--- config.mk ---
export PLATFORM = sky130hd
export DESIGN_NAME = vga_plot_arb
export DESIGN_NICKNAME = d
export VERILOG_FILES = /design/src/rtl/vga_plot_pkg.sv /design/src/rtl/vga_clear_sweep.sv /design/src/rtl/vga_plot_arb.sv
export SDC_FILE = /design/constraint.sdc
export NUM_CORES = 1
export LEC_CHECK = 0
export ABC_AREA = 1
export BUFFER_PORTS_ARGS = -buffer_cell sky130_fd_sc_hd__buf_2
export CELL_PAD_IN_SITES_DETAIL_PLACEMENT = 0
export CELL_PAD_IN_SITES_GLOBAL_PLACEMENT = 2
export CORE_ASPECT_RATIO = 2
export CORE_MARGIN = 2
export CORE_UTILIZATION = 24
export CTS_BUF_LIST = sky130_fd_sc_hd__clkbuf_8
export CTS_CLUSTER_SIZE = 25
export DETAILED_ROUTE_END_ITERATION = 8
export GPL_TIMING_DRIVEN = 1
export PLACE_DENSITY = 0.91
export SLEW_MARGIN = 15
export SYNTH_ARGS = -nofsm -noshare
export SYNTH_HDL_FRONTEND = slang
export SYNTH_SLANG_ARGS = --single-unit
--- constraint.sdc ---
create_clock -name CLOCK_50 -period 1.75 [get_ports CLOCK_50]
set_input_delay 0.175 -clock CLOCK_50 [delete_from_list [all_inputs] [get_ports CLOCK_50]]
set_output_delay 0.175 -clock CLOCK_50 [all_outputs]
set_load 0.02 [all_outputs]
--- src/rtl/vga_plot_pkg.sv ---
// Shared constants and FSM state encoding for the VGA plot arbiter.
package vga_plot_pkg;
  localparam int unsigned N_DEF    = 8;
  localparam int unsigned ROWS_DEF = 120;
  localparam int unsigned COLS_DEF = 160;
  localparam int unsigned CW       = 3;

  typedef enum logic {ARB = 1'b0, CLEAR = 1'b1} plot_state_t;
endpackage

--- src/rtl/vga_clear_sweep.sv ---
// Row-major x/y sweep counter used by the full-screen clear; x runs fastest.
module vga_clear_sweep
  import vga_plot_pkg::*;
#(
  parameter int unsigned n    = N_DEF,
  parameter int unsigned ROWS = ROWS_DEF,
  parameter int unsigned COLS = COLS_DEF
) (
  input  logic         CLOCK_50,
  input  logic         reset,
  input  logic         i_start,
  input  logic         i_adv,
  output logic [n-1:0] o_x,
  output logic [n-2:0] o_y,
  output logic         o_done_c
);
  localparam int unsigned YW = n - 1;
  localparam logic [n-1:0]  X_LAST = n'(COLS - 1);
  localparam logic [YW-1:0] Y_LAST = YW'(ROWS - 1);

  logic [n-1:0]  r_x;
  logic [YW-1:0] r_y;
  logic          w_x_last;

  assign w_x_last = (r_x == X_LAST);
  assign o_done_c = w_x_last && (r_y == Y_LAST);
  assign o_x      = r_x;
  assign o_y      = r_y;

  // Counters wrap at the screen edge, so they never leave the visible area.
  always_ff @(posedge CLOCK_50) begin
    if (reset || i_start) begin
      r_x <= '0;
      r_y <= '0;
    end else if (i_adv) begin
      if (w_x_last) begin
        r_x <= '0;
        r_y <= o_done_c ? '0 : r_y + 1'b1;
      end else begin
        r_x <= r_x + 1'b1;
      end
    end
  end
endmodule

--- src/rtl/vga_plot_arb.sv ---
// Two-client round-robin pixel-write arbiter with an optional full-screen
// clear sweep, enabled by defining VGA_PLOT_ARB_CLEAR_EN.
module vga_plot_arb
  import vga_plot_pkg::*;
#(
  parameter int unsigned n    = N_DEF,
  parameter int unsigned ROWS = ROWS_DEF,
  parameter int unsigned COLS = COLS_DEF
) (
  input  logic          CLOCK_50,
  input  logic          reset,
  input  logic          req0,
  input  logic [n-1:0]  x0,
  input  logic [n-2:0]  y0,
  input  logic [CW-1:0] c0,
  output logic          gnt0,
  input  logic          req1,
  input  logic [n-1:0]  x1,
  input  logic [n-2:0]  y1,
  input  logic [CW-1:0] c1,
  output logic          gnt1,
  input  logic          clear_start,
  input  logic [CW-1:0] clear_color,
  output logic          clear_busy,
  output logic [n-1:0]  VGA_X,
  output logic [n-2:0]  VGA_Y,
  output logic [CW-1:0] VGA_COLOR,
  output logic          plot
);
  logic          w_arb_en;
  logic          w_pick1;
  logic          r_last;
  logic          r_plot;
  logic [n-1:0]  r_vx;
  logic [n-2:0]  r_vy;
  logic [CW-1:0] r_vc;

  // r_last=1 means client 1 was granted most recently, so client 0 wins a tie.
  assign w_pick1 = req1 && (!req0 || !r_last);
  assign gnt0    = w_arb_en && req0 && !w_pick1;
  assign gnt1    = w_arb_en && w_pick1;

  assign plot      = r_plot;
  assign VGA_X     = r_vx;
  assign VGA_Y     = r_vy;
  assign VGA_COLOR = r_vc;

`ifdef VGA_PLOT_ARB_CLEAR_EN
  plot_state_t   r_state;
  logic [CW-1:0] r_clr_color;
  logic [n-1:0]  w_sx;
  logic [n-2:0]  w_sy;
  logic          w_sdone;
  logic          w_start;
  logic          w_adv;

  assign w_arb_en   = !reset && (r_state == ARB) && !clear_start;
  assign w_start    = (r_state == ARB) && clear_start;
  assign w_adv      = (r_state == CLEAR);
  assign clear_busy = (r_state == CLEAR);

  vga_clear_sweep #(.n(n), .ROWS(ROWS), .COLS(COLS)) u_sweep (
    .CLOCK_50 (CLOCK_50),
    .reset    (reset),
    .i_start  (w_start),
    .i_adv    (w_adv),
    .o_x      (w_sx),
    .o_y      (w_sy),
    .o_done_c (w_sdone)
  );

  always_ff @(posedge CLOCK_50) begin
    if (reset) begin
      r_state     <= ARB;
      r_last      <= 1'b1;
      r_plot      <= 1'b0;
      r_vx        <= '0;
      r_vy        <= '0;
      r_vc        <= '0;
      r_clr_color <= '0;
    end else begin
      r_plot <= 1'b0;
      case (r_state)
        ARB: begin
          if (clear_start) begin
            r_state     <= CLEAR;
            r_clr_color <= clear_color;
          end else if (gnt0) begin
            r_plot <= 1'b1;
            r_vx   <= x0;
            r_vy   <= y0;
            r_vc   <= c0;
            r_last <= 1'b0;
          end else if (gnt1) begin
            r_plot <= 1'b1;
            r_vx   <= x1;
            r_vy   <= y1;
            r_vc   <= c1;
            r_last <= 1'b1;
          end
        end
        CLEAR: begin
          r_plot <= 1'b1;
          r_vx   <= w_sx;
          r_vy   <= w_sy;
          r_vc   <= r_clr_color;
          if (w_sdone) r_state <= ARB;
        end
      endcase
    end
  end
`else
  logic w_unused;

  assign w_unused   = ^{clear_start, clear_color, ROWS == 0, COLS == 0};
  assign w_arb_en   = !reset;
  assign clear_busy = 1'b0;

  always_ff @(posedge CLOCK_50) begin
    if (reset) begin
      r_last <= 1'b1;
      r_plot <= 1'b0;
      r_vx   <= '0;
      r_vy   <= '0;
      r_vc   <= '0;
    end else begin
      r_plot <= 1'b0;
      if (gnt0) begin
        r_plot <= 1'b1;
        r_vx   <= x0;
        r_vy   <= y0;
        r_vc   <= c0;
        r_last <= 1'b0;
      end else if (gnt1) begin
        r_plot <= 1'b1;
        r_vx   <= x1;
        r_vy   <= y1;
        r_vc   <= c1;
        r_last <= 1'b1;
      end
    end
  end
`endif
endmodule

==> results of run 1 <==
==> cells in the final DEF (no fill, tap or decap) <==
cell       netlist  final
nand3_1         23     23
nand3b_1        18     18
nand2_2          1      1
conb_1           1      1
inv_1            6      6
buf_2           10     60
dfxtp_1         20     20
nand2_1         40     40
buf_4            3      8
nor2_1          28     28
a21boi_0        13     13
bufinv_16        0      1
inv_2            4      4
nor2_4           1      1
clkbuf_8         0      3
nand3_2          1      1
a21boi_1         1      1
==> sequential cells by signal (all words and copies together), names as in the netlist <==
name and count:
VGA_X 8, VGA_Y 7, VGA_COLOR 3, plot 1
r_last 1
==> area by class of cell <==
| cell class | count | area [um^2] | area share, % |
|---|---|---|---|
| Clock inverter | 1 | 30.0 | 1.90 |
| Timing Repair Buffer | 68 | 360 | 22.8 |
| Clock buffer | 3 | 41.3 | 2.61 |
| Tap cell | 55 | 68.8 | 4.35 |
| Inverter | 10 | 37.5 | 2.38 |
| Sequential cell | 20 | 400 | 25.3 |
| Multi-Input combinational cell | 127 | 642 | 40.6 |
==> power by group <==
part	switching [mW]	internal, mW
Combinational	0.197	0.142
Sequential	0.0173	0.498
Clock	0.163	0.305
Total	0.377	0.945
==> metrics by stage <==
| step | setup WS, ns | std cells | utilization, % | area (um^2) | total power, mW |
|---|---|---|---|---|---|
| floorplan | 0.743 | 170 | - | 1150 | 0.749 |
| global placement | 0.371 | 280 | 32.8 | 1510 | 0.868 |
| detailed placement | 0.370 | 280 | 32.8 | 1510 | 0.871 |
| CTS | 0.218 | 284 | 34.4 | 1580 | 1.35 |
| global route | 0.110 | 284 | 34.4 | 1580 | 1.40 |
| finish | 0.246 | 284 | 34.4 | 1580 | 1.32 |
==> kinds of logic after synthesis <==
family / count (synthesis)
other: 1
flip-flops: 20
AO/OA/AOI/OAI: 14
AND/OR/NAND/NOR: 112
buffers and inverters: 23
==> per-layer routing <==
layer  GRT usage (%)  up-vias  part of all wire [%]
met1            14.6      534                    38
met5               0        -                     0
met4            6.51        0                   1.7
met3            2.49        2                   5.5
met2            23.8       36                    55
li1                -      663                     -
==> worst max-delay path, stage by stage (launching register included) <==
cell and delay (ns):
dfxtp_1 0.34, nand2_1 0.09, nand2_2 0.22, nand2_1 0.19
inv_1 0.08, buf_2 0.15
==> worst paths after layout <==
path / startpoint / to / cells past startpoint
worst max-delay path: r_last$_SDFFE_PP1P_ / gnt0 / 5
worst min-delay path: x1[3] / VGA_X[3]$_SDFFE_PP0P_ / 5
worst max register to register: r_last$_SDFFE_PP1P_ / VGA_COLOR[2]$_SDFFE_PP0P_ / 6
worst min register to register: VGA_X[6]$_SDFFE_PP0P_ / VGA_X[6]$_SDFFE_PP0P_ / 2
==> flow_summary.ini, run 1 <==
[run_status]
outcome = finished clean

[sta]
setup_tns_ns = 0
grt_setup_unrepaired = no
min_period_over_period_pct = 85.9
hold_slack_ns = 0.201
finalClockSkew_ns = 0.00433
slew_violations = 0
fmax_mhz = 665
hold_viol_final = 0
setup-violations-final = 0
period_needed_ns = 1.50

[route]
drc = 0
dr.pass1.iters = 4
num_vias = 1235
drt_iter0_drc = 7
wire_per_inst_um = 11.3
wirelength_um = 3210
antenna_left = 0
drt-vias-per-instance = 4.35

[placement]
dp_hpwl_um = 2450
port_buffers = 60
routabilityCongestion = 0.697

[run]
cap_violations = 0

[grt]
grt_first_pass_wirelength_um = 5400
grt_max_degree = 20
grt.overflow.total = 0
grt_usage_pct = 13.4
grt_pass1_vias = 1232
antenna_found_initial = 0

[floorplan]
dieWidth_um = 53.0
fp.dieH_um = 102
initial_core_util_pct = 25.1
dieArea_um2 = 5410
num_rows = 35
core_um2 = 4600
io_pins = 66

[power_and_ir_drop]
p_leak_nw = 0.847
peakVddDrop_uv = 574
cellPowerDensity_nw_per_um2 = 837

[cells_and_area]
nets = 274
antenna_cells = 0
layout-drive-gt1-share_pct = 34.5
syn2layout_area_growth_pct = 37.1
fill_cells = 553

[clock_network]
cts_resized = 0
htreeDepth = 1
post-cts-setup-buffers = 0
ctsHoldBuffers = 0
cts_tree = done
cts_root_buffer = clkbuf_8
clock_path_buffers = 2
path_clk_slew_ns = 0.08
clock_latency_ns = 0.26
cts_num_sinks = 20
cts_buffers = 3

[synthesis]
yosys.cell_count.top_type = nand2_1
synth_ff_type = dfxtp_1
ys_async_sr_fraction_pct = 0
synth_xor_area_share_pct = 0
synth_top_family_by_area = simple AND/OR/NAND/NOR gates
synth_top_area_share_pct = 34.7
yosysTopAreaCell = dfxtp_1
synthSimpleGateAreaFrac_pct = 46.3
synth_mux_area_share_pct = 0
synth_area_leaders = dfxtp_1 (35%), nand2_1 (13%), nand3b_1 (12%)
yosysUniqueCellTypes = 15
ys_ff_latch = 20
ys_warn_count = 0
synthAdderAreaFrac_pct = 0
netlist_instances = 170
syn_nets = 214
synth_sequential_area_ratio_pct = 34.7
synth_edf_count = 0
synth_common_cells = nand2_1 (40), nor2_1 (28), nand3_1 (23), dfxtp_1 (20), nand3b_1 (18)
synth_compound_area_share_pct = 9.12
syn_avg_cell_area_um2 = 6.78
syn-cell-area_um2 = 1150

[critical_path]
r2r_slack_ns = 0.52
crit_type = reg -> out
critical_path.max_fanout = 14
crit_required_ns = 1.57
cp.arrival_ns = 1.33
startpoint_type = flop
end_kind = primary output

[worst_hold_path]
worst_hold_path_type = in -> reg
Note: power is estimated with default switching activity, not from simulation.
==> run 2: changes to the inputs <==
- REMOVE_ABC_BUFFERS: not set -> 1
==> run 2 against run 1 <==
Global-route usage fell by 0.39 points. Sequential power is essentially flat. Largest cell class unchanged. Clock power fell by 38%.
==> flow_summary.ini, run 2 (same netlist as run 1, synthesis figures left out) <==
[cells_and_area]
syn2layout_area_growth_pct = 34.7
fill_cells = 552
multi_input_area_um2 = 647
layout_common_cells = buf_2 (60), nand2_1 (40), nor2_1 (28)
seq_area_um2 = 400
largest_reg_flops = 8
nets = 272
layout-drive-gt1-share_pct = 33.6
layout_commonest_cell = buf_2
fin_util_pct = 33.8
stdcell_count = 281
stdcell_area_um2 = 1550
antenna_cells = 0

[grt]
grt_first_pass_wirelength_um = 5210
grt.overflow.total = 0
grt_pass1_vias = 1172
antenna_found_initial = 0
grt_usage_pct = 13.0
grt_max_degree = 34

[sta]
grt_setup_unrepaired = no
hold_slack_ns = 0.210
min_period_over_period_pct = 85.6
period_needed_ns = 1.50
hold_viol_final = 0
setup_tns_ns = 0
slew_violations = 0
fmax_mhz = 668
finalClockSkew_ns = 0.00359
setup-violations-final = 0

[clock_network]
clock_path_buffers = 2
post-cts-setup-buffers = 0
ctsHoldBuffers = 0
cts_root_buffer = clkbuf_8
cts_buffers = 3
path_clk_slew_ns = 0.07
htreeDepth = 1
cts_tree = done
clock_latency_ns = 0.25
cts_num_sinks = 20

[power_and_ir_drop]
peakVddDrop_uv = 446
p_leak_nw = 0.831
cellPowerDensity_nw_per_um2 = 742

[route]
num_vias = 1240
drt-vias-per-instance = 4.41
wire_per_inst_um = 11.5
wirelength_um = 3240
antenna_left = 0
drc = 0
drt_iter0_drc = 19
dr.pass1.iters = 4

[critical_path]
end_kind = primary output
critical_path.max_fanout = 21
crit_required_ns = 1.57
startpoint_type = flop
cp.arrival_ns = 1.32
crit_type = reg -> out

[run_status]
outcome = finished clean

[floorplan]
fp.dieH_um = 102
dieArea_um2 = 5410
dieWidth_um = 53.0
core_um2 = 4600
io_pins = 66
num_rows = 35
initial_core_util_pct = 25.1

[run]
cap_violations = 0

[placement]
placed_area_um2 = 1510
port_buffers = 60
dp_hpwl_um = 2360
dp.cells = 278
routabilityCongestion = 0.707

[worst_hold_path]
worst_hold_path_type = in -> reg
-- run 2: cell types whose count changed in the layout (fill, tap and decap cells not counted), sizes merged --
cell and change:
buf -2, bufinv -1
-- run 2: worst max-delay path: stages (launching register included) --
cell	delay, ns
dfxtp_1	0.33
nand2_1	0.11
nand2_4	0.21
nand2_1	0.18
inv_1	0.08
buf_2	0.16
-- run 2: where the power goes --
part / switching [mW] / total (mW) / leakage (nW) / internal, mW
Clock: 0.138 / 0.291 / 0.0216 / 0.153
Sequential: 0.0177 / 0.516 / 0.166 / 0.498
Combinational: 0.202 / 0.345 / 0.643 / 0.143
Total: 0.357 / 1.15 / 0.831 / 0.795
-- run 2: metal layers --
layer	vias to the layer above	part of all wire [%]	GRT usage, %
met5	-	0	0
met4	0	0.96	5.33
met3	2	5.5	1.90
met2	33	54	24.1
met1	548	39	14.0
li1	657	-	-
-- run 2: worst paths after layout --
check | start | end | slack, ns | cells past startpoint
worst max register to register | r_last$_SDFFE_PP1P_ | VGA_X[2]$_SDFFE_PP0P_ | 0.44 | 7
worst min-delay path | x1[4] | VGA_X[4]$_SDFFE_PP0P_ | 0.21 | 5
worst min register to register | VGA_X[6]$_SDFFE_PP0P_ | VGA_X[6]$_SDFFE_PP0P_ | 0.47 | 2
worst max-delay path | r_last$_SDFFE_PP1P_ | gnt0 | 0.25 | 5
-- run 2: repair_timing --
action                                  in CTS  in global routing
resized for setup                            0                  1
hold endpoints to repair                     0                  0
endpoints found under the setup margin       0                  1
-- run 2: final cells by class --
class	count	area share, %
clock buffer	3	2.66
multi-input combinational	127	41.7
sequential	20	25.8
inverter	10	2.42
timing repair buffer	66	23.0
tap	55	4.43
-- run 2: per-stage QoR --
step           total power [mW]  setup slack, ns
2_1_floorplan             0.731            0.257
6_report                   1.15            0.252
3_5_place_dp              0.875            0.312
5_1_grt                    1.23            0.135
3_3_place_gp              0.872            0.301
4_1_cts                    1.18            0.113
